### src/rtl/mem_ctrl.sv
// rtl/mem_ctrl.sv - byte-serialising CPU memory controller, data port over fetch; optional fetch buffer via MEM_CTRL_FETCH_BUF_EN
module mem_ctrl #(
  parameter int ADDR_W = 32
) (
  input  logic              clk,
  input  logic              rst,
  input  logic              if_re,
  input  logic [ADDR_W-1:0] if_addr,
  output logic [31:0]       if_data,
  output logic              if_busy,
  output logic              if_done,
  input  logic              mem_re,
  input  logic              mem_we,
  input  logic [ADDR_W-1:0] mem_addr,
  input  logic [3:0]        mem_sel,
  input  logic [31:0]       mem_wdata,
  output logic [31:0]       mem_rdata,
  output logic              mem_busy,
  output logic              mem_done,
  output logic [ADDR_W-1:0] ram_addr,
  output logic              ram_we,
  output logic [7:0]        ram_wdata,
  input  logic [7:0]        ram_rdata
);

  typedef enum logic [1:0] {S_IDLE, S_RD, S_WR, S_DONE} state_t;

  state_t            state, state_nxt;
  logic [2:0]        cnt, cnt_nxt;
  logic              owner_data;
  logic [ADDR_W-1:0] base;
  logic [31:0]       wdata_q;
  logic [3:0]        wsel_q;

  logic [ADDR_W-1:0] if_base, mem_base;
  logic [1:0]        byte_idx;
  logic              fetch_hit;
  logic [31:0]       hit_data;
  logic              unused_bits;

  assign if_base     = {if_addr[ADDR_W-1:2], 2'b00};
  assign mem_base    = {mem_addr[ADDR_W-1:2], 2'b00};
  // The byte returned this cycle belongs to the address issued last cycle.
  assign byte_idx    = cnt[1:0] - 2'd1;
  assign unused_bits = ^{if_addr[1:0], mem_addr[1:0]};

`ifdef MEM_CTRL_FETCH_BUF_EN
  logic              buf_valid;
  logic [ADDR_W-1:0] buf_tag;
  logic [31:0]       buf_data;

  assign fetch_hit = buf_valid && (buf_tag == if_base) && !mem_we && !mem_re;
  assign hit_data  = buf_data;

  // Refill after every fetch; drop the entry when a write to that word is accepted.
  always_ff @(posedge clk) begin
    if (rst) begin
      buf_valid <= 1'b0;
      buf_tag   <= '0;
      buf_data  <= '0;
    end else if (state == S_DONE && !owner_data) begin
      buf_valid <= 1'b1;
      buf_tag   <= base;
      buf_data  <= if_data;
    end else if (state == S_IDLE && mem_we && mem_base == buf_tag) begin
      buf_valid <= 1'b0;
    end
  end
`else
  assign fetch_hit = 1'b0;
  assign hit_data  = 32'h0;
`endif

  // State, beat counter and per-transaction latches.
  always_ff @(posedge clk) begin
    if (rst) begin
      state      <= S_IDLE;
      cnt        <= 3'd0;
      owner_data <= 1'b0;
      base       <= '0;
      wdata_q    <= '0;
      wsel_q     <= '0;
      if_data    <= '0;
      mem_rdata  <= '0;
    end else begin
      state <= state_nxt;
      cnt   <= cnt_nxt;
      if (state == S_IDLE) begin
        if (mem_we) begin
          owner_data <= 1'b1;
          base       <= mem_base;
          wdata_q    <= mem_wdata;
          wsel_q     <= mem_sel;
        end else if (mem_re) begin
          owner_data <= 1'b1;
          base       <= mem_base;
        end else if (if_re) begin
          owner_data <= 1'b0;
          base       <= if_base;
          if (fetch_hit) if_data <= hit_data;
        end
      end
      if (state == S_RD && cnt != 3'd0) begin
        if (owner_data) mem_rdata[8*byte_idx +: 8] <= ram_rdata;
        else            if_data[8*byte_idx +: 8]   <= ram_rdata;
      end
    end
  end

  // Next state: write beats read, data beats fetch; four beats per access.
  always_comb begin
    state_nxt = state;
    cnt_nxt   = cnt;
    case (state)
      S_IDLE: begin
        cnt_nxt = 3'd0;
        if (mem_we)      state_nxt = S_WR;
        else if (mem_re) state_nxt = S_RD;
        else if (if_re)  state_nxt = fetch_hit ? S_DONE : S_RD;
      end
      S_RD: begin
        cnt_nxt = cnt + 3'd1;
        if (cnt == 3'd4) begin
          state_nxt = S_DONE;
          cnt_nxt   = 3'd0;
        end
      end
      S_WR: begin
        cnt_nxt = cnt + 3'd1;
        if (cnt == 3'd3) begin
          state_nxt = S_DONE;
          cnt_nxt   = 3'd0;
        end
      end
      default: begin
        state_nxt = S_IDLE;
        cnt_nxt   = 3'd0;
      end
    endcase
  end

  // Port status and RAM drive, all derived from registered state.
  always_comb begin
    if_busy   = (state == S_RD || state == S_WR) && !owner_data;
    mem_busy  = (state == S_RD || state == S_WR) && owner_data;
    if_done   = (state == S_DONE) && !owner_data;
    mem_done  = (state == S_DONE) && owner_data;
    ram_addr  = '0;
    ram_we    = 1'b0;
    ram_wdata = 8'h0;
    if (state == S_RD && cnt <= 3'd3) begin
      ram_addr = base + ADDR_W'(cnt);
    end else if (state == S_WR) begin
      ram_addr  = base + ADDR_W'(cnt);
      ram_we    = wsel_q[cnt[1:0]];
      ram_wdata = wdata_q[8*cnt[1:0] +: 8];
    end
  end

endmodule
### config.mk
export PLATFORM = sky130hd
export DESIGN_NAME = mem_ctrl
export DESIGN_NICKNAME = d
export VERILOG_FILES = /design/src/rtl/mem_ctrl.sv
export SDC_FILE = /design/constraint.sdc
export NUM_CORES = 1
export LEC_CHECK = 0
export ABC_AREA = 1
export ABC_CLOCK_PERIOD_IN_PS = 2050
export CAP_MARGIN = 20
export CORE_ASPECT_RATIO = 0.5
export CORE_MARGIN = 2
export CORE_UTILIZATION = 42
export DETAILED_ROUTE_END_ITERATION = 8
export GPL_TIMING_DRIVEN = 0
export PLACE_DENSITY_LB_ADDON = 0.2
export REMOVE_ABC_BUFFERS = 1
export SLEW_MARGIN = 40
export SYNTH_ARGS = -nofsm -noshare
export SYNTH_HDL_FRONTEND = slang
export SYNTH_SLANG_ARGS = --single-unit
### constraint.sdc
create_clock -name clk -period 2.05 [get_ports clk]
set_clock_uncertainty 0.15 [all_clocks]
set_input_delay 0.205 -clock clk [delete_from_list [all_inputs] [get_ports clk]]
set_output_delay 0.205 -clock clk [all_outputs]
set_load 0.005 [all_outputs]
==> results of run 1 <==
==> sequential cells by signal, indices dropped and copies added (netlist names) <==
name,count
cnt,3
state,2
base,30
wdata_q,32
if_data,32
owner_data,1
mem_rdata,32
wsel_q,4
==> report_power, final <==
group	switching (mW)	internal (mW)
combinational	2.57	2.00
sequential	0.434	3.08
clock	1.34	1.60
total	4.35	6.69
==> stage by stage <==
| step | TNS [ns] | power [mW] | area, µm² |
|---|---|---|---|
| finish | -7.50 | 11.0 | 11200 |
| CTS | -6.74 | 10.6 | 10700 |
| global route | -11.00 | 11.6 | 11200 |
| global placement | -409.25 | 6.43 | 9080 |
| floorplan | -82.39 | 5.18 | 6620 |
| detailed placement | -149.12 | 6.54 | 9170 |
==> final cells by class <==
type | instances | area [µm²] | share of cell area
multi-input combinational | 792 | 4560 | 0.407
timing repair buffer | 299 | 2800 | 0.250
sequential | 136 | 2750 | 0.245
clock buffer | 18 | 429 | 0.0383
tap | 227 | 284 | 0.0254
inverter | 41 | 223 | 0.0199
clock inverter | 14 | 128 | 0.0114
timing repair inverter | 2 | 23.8 | 0.00212
==> what timing repair did <==
item | in CTS | in global routing
buffers inserted | 63 | 17
pin swaps | 50 | 39
resized for setup | 306 | 106
endpoints found under the setup margin | 176 | 107
hold endpoints to repair | 0 | 0
gates cloned | 8 | 0
==> worst max-delay path, cell delays in order, from the launching register on <==
cell and delay (ns):
dfxtp_4 0.40, ha_4 0.14, nand2_2 0.08, nor2_4 0.20, nand2_4 0.10, nor2_4 0.20
a21oi_1 0.11, nor2_1 0.14, buf_2 0.14
==> path summary, 6_finish.rpt <==
kind	cells past startpoint	slack, ns	end	from
hold reg to reg	2	0.31	mem_rdata[3]$_SDFFE_PP0P_	mem_rdata[3]$_SDFFE_PP0P_
setup reg to reg	12	0.05	mem_rdata[21]$_SDFFE_PP0P_	cnt[1]$_SDFF_PP0_
setup / recovery	8	-0.25	ram_addr[20]	cnt[2]$_SDFF_PP0_
hold / removal	2	0.03	if_data[15]$_SDFFE_PP0P_	rst
==> metal layers <==
layer  routed length [µm]  global-route usage  vias to the layer above
met1                 9920               0.316                     3643
li1                     -                   -                     3841
met3                 1460              0.0509                       39
met5                    0                   0                        -
met2                11700               0.460                      275
met4                  387              0.0754                        0
==> cells by family (layout without fill, tap and decap cells) <==
group | count (synthesis) | after routing | share of synthesized area
simple gates | 584 | 590 | 0.350
buf+inv | 91 | 374 | 0.0629
flops | 136 | 136 | 0.396
compound gates | 179 | 179 | 0.154
fa+ha+maj | 14 | 14 | 0.0255
xor+xnor | 9 | 9 | 0.0115
==> placed cells by master (no fill, tap or decap), drive strengths merged <==
master | netlist | routed
xnor2 | 3 | 3
buf | 26 | 122
nor2 | 215 | 217
clkdlybuf4s50 | 0 | 171
clkinvlp | 0 | 6
inv | 38 | 45
a21oi | 89 | 89
and2 | 1 | 1
xor2 | 6 | 6
nor3b | 2 | 2
nand3 | 60 | 60
ha | 14 | 14
o21ai | 60 | 60
o211a | 30 | 30
nor3 | 9 | 9
clkinv | 3 | 6
nand2 | 295 | 299
clkbuf | 24 | 18
or2 | 2 | 2
dfxtp | 136 | 136
dlygate4sd2 | 0 | 6
==> impl_results.html, run 1 <==
<table>
<tr><th>Metric</th><th>Value</th></tr>
<tr><th colspan="2">Synthesis</th></tr>
<tr><td>Total standard cell area after synthesis</td><td>0.00688 mm²</td></tr>
<tr><td>Synthesized area per cell</td><td>6.79 µm²</td></tr>
<tr><td>Leading cell types by count after synthesis</td><td>nand2_1, nor2_1, dfxtp_1</td></tr>
<tr><td>Warning count from the yosys run</td><td>0</td></tr>
<tr><td>Unique masters post-synth</td><td>32</td></tr>
<tr><td>Number of storage elements in the synthesis netlist</td><td>136</td></tr>
<tr><td>Synth top area share</td><td>0.396</td></tr>
<tr><td>Cell type contributing the most total cell area after synthesis</td><td>dfxtp_1</td></tr>
<tr><td>Predominant post-synthesis flop cell</td><td>dfxtp_1</td></tr>
<tr><td>Register area share after synthesis</td><td>0.396</td></tr>
<tr><td>Count of flip-flops with a built-in enable after synthesis</td><td>0</td></tr>
<tr><td>Leading cell type by number of instances after synthesis</td><td>nand2_1</td></tr>
<tr><td>Top cells by area in the synthesized netlist</td><td>dfxtp_1, nand2_1, nor2_1, a21oi_1, nand3_1</td></tr>
<tr><td>Share of async-settable or async-resettable flops after synthesis</td><td>0</td></tr>
<tr><td>Cells after synthesis</td><td>1013</td></tr>
<tr><th colspan="2">Setup path</th></tr>
<tr><td>Crit path arrival time</td><td>1.95 ns</td></tr>
<tr><td>Largest fanout of any net on the critical path</td><td>6</td></tr>
<tr><td>Endpoint class of the critical path</td><td>output pin</td></tr>
<tr><td>Worst path required time</td><td>1.69 ns</td></tr>
<tr><td>Kind of critical path</td><td>flop to output pin</td></tr>
<tr><td>Worst Setup Start Kind</td><td>flop</td></tr>
<tr><th colspan="2">GRT</th></tr>
<tr><td>Largest net degree at the start of global routing</td><td>48</td></tr>
<tr><td>First-pass GRT wire length</td><td>35.5 mm</td></tr>
<tr><td>Global-route total usage across every layer</td><td>0.257</td></tr>
<tr><td>Number of antenna violations at the first check in global routing</td><td>0</td></tr>
<tr><td>Via count of the first global-routing pass</td><td>7175</td></tr>
<tr><td>GRT Residual Overflow</td><td>0</td></tr>
<tr><th colspan="2">STA</th></tr>
<tr><td>Tightest Pin Transition</td><td>0.501 ns</td></tr>
<tr><td>Worst-case hold slack</td><td>0.0286 ns</td></tr>
<tr><td>Number of pins with negative max-slew slack in the final report</td><td>0</td></tr>
<tr><td>Minimum setup slack in the final design</td><td>-0.252 ns</td></tr>
<tr><td>Number of endpoints with negative hold slack in the final report</td><td>0</td></tr>
<tr><td>Fraction of the cycle the final worst path needs</td><td>1.12</td></tr>
<tr><td>Count of final setup violators</td><td>41</td></tr>
<tr><td>Worst-case headroom to the max-slew limit</td><td>0.664</td></tr>
<tr><td>Period minus WS final</td><td>2.30 ns</td></tr>
<tr><td>Unrepaired setup endpoints after global routing</td><td>true</td></tr>
<tr><td>Highest clock frequency the design can meet</td><td>434 MHz</td></tr>
<tr><th colspan="2">Power and ir drop</th></tr>
<tr><td>Peak ir drop on the vdd network</td><td>0.000778 V</td></tr>
<tr><td>Power density of the placed cells</td><td>985 mW/mm²</td></tr>
<tr><td>Static Leak</td><td>4.57 nW</td></tr>
<tr><th colspan="2">Place</th></tr>
<tr><td>Total instance count after detailed placement</td><td>1410</td></tr>
<tr><td>Estimated wirelength of the detail-placed design</td><td>14.4 mm</td></tr>
<tr><td>Port-buffer cells</td><td>217</td></tr>
<tr><td>Placer Congestion</td><td>0.946</td></tr>
<tr><td>Placement-stage worst setup slack</td><td>-1.48 ns</td></tr>
<tr><th colspan="2">Die</th></tr>
<tr><td>Die extent in y</td><td>94.5 µm</td></tr>
<tr><td>Count of boundary I/O pins</td><td>222</td></tr>
<tr><td>Initial standard-cell utilization of the core</td><td>0.425</td></tr>
<tr><td>Die area</td><td>0.0175 mm²</td></tr>
<tr><td>Core area</td><td>0.0162 mm²</td></tr>
<tr><td>Total number of placement rows</td><td>33</td></tr>
<tr><td>Width of the die</td><td>185 µm</td></tr>
<tr><th colspan="2">Routing</th></tr>
<tr><td>Via count of the routed design</td><td>7798</td></tr>
<tr><td>Number of nets with antenna violations after routing</td><td>0</td></tr>
<tr><td>Post-DR vias/cell</td><td>5.10</td></tr>
<tr><td>Number of design-rule violations left by the first detailed-router iteration</td><td>436</td></tr>
<tr><td>Router iterations before antenna repair</td><td>5</td></tr>
<tr><td>Number of remaining DRC errors</td><td>0</td></tr>
<tr><td>WL final</td><td>23.5 mm</td></tr>
<tr><td>Average wire length per cell after detail routing</td><td>15.3 µm</td></tr>
<tr><th colspan="2">Hold path</th></tr>
<tr><td>Path class of the lowest-slack min-delay path</td><td>input pin to flop</td></tr>
<tr><th colspan="2">Run status</th></tr>
<tr><td>Run status</td><td>finished, violations left</td></tr>
<tr><td>Violations in the final reports</td><td>negative setup slack</td></tr>
<tr><th colspan="2">Cells and area</th></tr>
<tr><td>Net count reported at finish</td><td>1416</td></tr>
<tr><td>Number of antenna repair diodes</td><td>0</td></tr>
<tr><td>Synthesis-to-layout area growth</td><td>62.7%</td></tr>
<tr><td>Filler-free cell count of the finished design</td><td>1529</td></tr>
<tr><td>Layout fillers</td><td>1330</td></tr>
<tr><td>Core utilization of the finished layout</td><td>0.692</td></tr>
<tr><td>Share of final-layout standard cells stronger than drive strength 1</td><td>0.259</td></tr>
<tr><th colspan="2">Clock network</th></tr>
<tr><td>CTS sink cnt</td><td>136</td></tr>
<tr><td>Buffer cell driving the clock tree root</td><td>clkbuf_16</td></tr>
<tr><td>Total clock buffers created by CTS</td><td>17</td></tr>
<tr><td>CTS hold repair buffers</td><td>0</td></tr>
<tr><td>Deepest clock path buffer count</td><td>2</td></tr>
<tr><td>CTS tree</td><td>built</td></tr>
<tr><td>Level count of the clock H-tree</td><td>4</td></tr>
<tr><td>Clk slew on worst S/H paths</td><td>0.07 ns</td></tr>
<tr><td>Clock Latency Late Sink</td><td>0.41 ns</td></tr>
<tr><th colspan="2">Run</th></tr>
<tr><td>Count of max-cap constraint violations</td><td>0</td></tr>
</table>
Power figures use the tool's default switching activity.
==> run 2: changes to the inputs <==
Settings changed: CTS_CLUSTER_SIZE set to 20.
==> results of run 2 <==
No change in the layout: final DEF, timing and power equal those of run 1.
==> run 3: changes to the inputs <==
Settings changed: GPL_TIMING_DRIVEN 0 to not set.
==> run 3 against run 2 <==
  * Final cell count shrank 0.52%
  * Critical path depth is 2 higher
  * Count of clock-buffer cells in the layout is the same
  * First-iteration DRC count fell by 6.4%
  * Final area is 0.56% lower
  * Maximum frequency increased by 3.0%
  * Hold slack improved by 0.17 ns
  * Setup slack improved by 0.068 ns
  * Core utilization is 0.39 points lower
  * Die area did not move
  * Global-route usage shrank 0.34 points
  * The run still ends with negative setup slack left
  * Total power up 1.2%
==> impl_results.html, run 3 (synthesis results as in run 1) <==
<table>
<tr><th>Metric</th><th>Value</th></tr>
<tr><th colspan="2">Place</th></tr>
<tr><td>Placement-stage worst setup slack</td><td>-0.211 ns</td></tr>
<tr><td>DP Area</td><td>0.00963 mm²</td></tr>
<tr><td>Estimated wirelength of the detail-placed design</td><td>15.6 mm</td></tr>
<tr><td>Placer Congestion</td><td>0.926</td></tr>
<tr><td>Port-buffer cells</td><td>217</td></tr>
<tr><th colspan="2">Die</th></tr>
<tr><td>Count of boundary I/O pins</td><td>222</td></tr>
<tr><td>Die extent in y</td><td>94.5 µm</td></tr>
<tr><td>Width of the die</td><td>185 µm</td></tr>
<tr><td>Total number of placement rows</td><td>33</td></tr>
<tr><td>Die area</td><td>0.0175 mm²</td></tr>
<tr><td>Initial standard-cell utilization of the core</td><td>0.425</td></tr>
<tr><td>Core area</td><td>0.0162 mm²</td></tr>
<tr><th colspan="2">Routing</th></tr>
<tr><td>Average wire length per cell after detail routing</td><td>15.0 µm</td></tr>
<tr><td>Number of remaining DRC errors</td><td>0</td></tr>
<tr><td>Via count of the routed design</td><td>7646</td></tr>
<tr><td>WL final</td><td>22.9 mm</td></tr>
<tr><td>Router iterations before antenna repair</td><td>5</td></tr>
<tr><td>Post-DR vias/cell</td><td>5.03</td></tr>
<tr><td>Number of nets with antenna violations after routing</td><td>0</td></tr>
<tr><td>Number of design-rule violations left by the first detailed-router iteration</td><td>408</td></tr>
<tr><th colspan="2">Cells and area</th></tr>
<tr><td>Biggest regs</td><td>if_data: 32 flops, mem_rdata: 32 flops, wdata_q: 32 flops</td></tr>
<tr><td>Number of antenna repair diodes</td><td>0</td></tr>
<tr><td>Core utilization of the finished layout</td><td>0.688</td></tr>
<tr><td>Net count reported at finish</td><td>1408</td></tr>
<tr><td>Commonest cells after routing, fill and taps aside</td><td>nand2_1, clkdlybuf4s50_1, nor2_1</td></tr>
<tr><td>Synthesis-to-layout area growth</td><td>61.8%</td></tr>
<tr><td>Post-route cell area</td><td>0.0111 mm²</td></tr>
<tr><td>Share of final-layout standard cells stronger than drive strength 1</td><td>0.266</td></tr>
<tr><td>Most common cell after layout, fill and taps aside</td><td>nand2_1</td></tr>
<tr><th colspan="2">Clock network</th></tr>
<tr><td>Total clock buffers created by CTS</td><td>17</td></tr>
<tr><td>Level count of the clock H-tree</td><td>4</td></tr>
<tr><td>Buffer cell driving the clock tree root</td><td>clkbuf_16</td></tr>
<tr><td>Clk slew on worst S/H paths</td><td>0.06 ns</td></tr>
<tr><td>CTS tree</td><td>built</td></tr>
<tr><td>CTS hold repair buffers</td><td>0</td></tr>
<tr><td>Deepest clock path buffer count</td><td>2</td></tr>
<tr><td>CTS sink cnt</td><td>136</td></tr>
<tr><td>Clock Latency Late Sink</td><td>0.40 ns</td></tr>
<tr><th colspan="2">Setup path</th></tr>
<tr><td>Kind of critical path</td><td>flop to output pin</td></tr>
<tr><td>Worst Setup Start Kind</td><td>flop</td></tr>
<tr><td>Register-to-Register Path Depth</td><td>12</td></tr>
<tr><td>Endpoint of the most critical register-to-register path</td><td>mem_rdata[13]$_SDFFE_PP0P_</td></tr>
<tr><td>Beginning of the worst register-to-register path</td><td>cnt[1]$_SDFF_PP0_</td></tr>
<tr><td>Largest fanout of any net on the critical path</td><td>5</td></tr>
<tr><td>Worst path required time</td><td>1.69 ns</td></tr>
<tr><td>FF-to-FF setup slack</td><td>0.08 ns</td></tr>
<tr><td>Crit path arrival time</td><td>1.88 ns</td></tr>
<tr><td>Endpoint class of the critical path</td><td>output pin</td></tr>
<tr><th colspan="2">STA</th></tr>
<tr><td>Minimum setup slack in the final design</td><td>-0.184 ns</td></tr>
<tr><td>Number of pins with negative max-slew slack in the final report</td><td>0</td></tr>
<tr><td>Number of endpoints with negative hold slack in the final report</td><td>0</td></tr>
<tr><td>Fraction of the cycle the final worst path needs</td><td>1.09</td></tr>
<tr><td>Highest clock frequency the design can meet</td><td>448 MHz</td></tr>
<tr><td>Tightest Pin Transition</td><td>0.703 ns</td></tr>
<tr><td>Count of final setup violators</td><td>41</td></tr>
<tr><td>Unrepaired setup endpoints after global routing</td><td>true</td></tr>
<tr><td>Worst-case headroom to the max-slew limit</td><td>0.531</td></tr>
<tr><td>Total negative slack for setup checks</td><td>-5.20 ns</td></tr>
<tr><td>Period minus WS final</td><td>2.23 ns</td></tr>
<tr><th colspan="2">GRT</th></tr>
<tr><td>GRT Residual Overflow</td><td>0</td></tr>
<tr><td>Via count of the first global-routing pass</td><td>7342</td></tr>
<tr><td>M3 GR Usage</td><td>0.0478</td></tr>
<tr><td>Global-route total usage across every layer</td><td>0.254</td></tr>
<tr><td>First-pass GRT wire length</td><td>35.1 mm</td></tr>
<tr><td>Number of antenna violations at the first check in global routing</td><td>0</td></tr>
<tr><td>Busiest layer in global routing</td><td>met2</td></tr>
<tr><td>Met1 layer usage reported by global route</td><td>0.306</td></tr>
<tr><td>Met2 layer usage reported by global route</td><td>0.452</td></tr>
<tr><td>Largest net degree at the start of global routing</td><td>66</td></tr>
<tr><th colspan="2">Power and ir drop</th></tr>
<tr><td>Static Leak</td><td>4.55 nW</td></tr>
<tr><td>Peak ir drop on the vdd network</td><td>0.000757 V</td></tr>
<tr><td>Overall power after layout</td><td>11.2 mW</td></tr>
<tr><td>Power density of the placed cells</td><td>1000 mW/mm²</td></tr>
<tr><th colspan="2">Hold path</th></tr>
<tr><td>Cell depth of the worst min-delay path</td><td>4</td></tr>
<tr><td>Worst Hold Path EP</td><td>state[1]$_SDFFE_PP0P_</td></tr>
<tr><td>Min-delay src</td><td>rst</td></tr>
<tr><td>Path class of the lowest-slack min-delay path</td><td>input pin to flop</td></tr>
<tr><th colspan="2">Run</th></tr>
<tr><td>Count of max-cap constraint violations</td><td>0</td></tr>
<tr><th colspan="2">Run status</th></tr>
<tr><td>Run status</td><td>finished, violations left</td></tr>
<tr><td>Violations in the final reports</td><td>negative setup slack</td></tr>
</table>
-- run 3: cell types whose count changed in the layout (fill, tap and decap cells not counted), sizes merged, moves of 2 or more --
cell	change
dlygate4sd2	-3
nand2	-4
buf	+2
clkinvlp	-3
nor2	-2
inv	+2
-- run 3: area by class of cell --
| cell class | count | area, µm² |
|---|---|---|
| clock inverter | 14 | 130 |
| clock buffer | 18 | 439 |
| multi-input combinational | 786 | 4500 |
| timing repair buffer | 299 | 2840 |
| sequential | 136 | 2750 |
| fill | 1392 | 5050 |
| tap | 227 | 284 |
| inverter | 41 | 198 |
-- run 3: worst max path at each step --
stage / startpoint / end / slack, ns
6_report: base[2]$_SDFFE_PP0P_ / ram_addr[18] / -0.18
4_1_cts: cnt[1]$_SDFF_PP0_ / ram_addr[20] / -0.22
2_1_floorplan: cnt[0]$_SDFF_PP0_ / if_data[10]$_SDFFE_PP0P_ / -1.10
3_5_place_dp: cnt[1]$_SDFF_PP0_ / ram_addr[14] / -0.21
3_3_place_gp: cnt[0]$_SDFF_PP0_ / ram_addr[12] / -0.20
5_1_grt: cnt[0]$_SDFF_PP0_ / ram_addr[3] / -0.27
-- run 3: timing repair --
| action | CTS | global route |
|---|---|---|
| pin swaps | 38 | 41 |
| gates cloned | 3 | 0 |
| buffers inserted | 8 | 9 |
| endpoints found under the hold margin | 0 | 0 |
| setup endpoints to repair | 111 | 110 |
| gates resized for setup | 323 | 107 |
-- run 3: per-layer routing --
| layer | vias to the layer above | part of all wire |
|---|---|---|
| met2 | 260 | 0.49 |
| met4 | 0 | 0.022 |
| met3 | 50 | 0.060 |
| met5 | - | 0 |
| met1 | 3520 | 0.43 |
| li1 | 3816 | - |
-- run 3: worst max-delay path: stages (launching register included) --
cell and delay [ns]:
dfxtp_4 0.38, ha_4 0.15, nand2_4 0.05, nor2_4 0.20
nand2_4 0.10, nor2_4 0.21, buf_6 0.13, nand2_2 0.04
nand2_2 0.06, nor2_2 0.03, buf_2 0.12
-- run 3: where the power goes --
part | internal [mW] | total, mW | switching, mW
clock network | 1.64 | 2.97 | 1.33
logic | 2.13 | 4.72 | 2.59
registers | 3.08 | 3.47 | 0.389
total | 6.85 | 11.2 | 4.31
-- run 3: through the flow --
stage	cells	hold WS, ns
after floorplan	963	0.117
after global placement	1473	0.298
after detailed placement	1473	0.305
after CTS	1515	0.208
after global routing	1521	0.251
final	1521	0.201
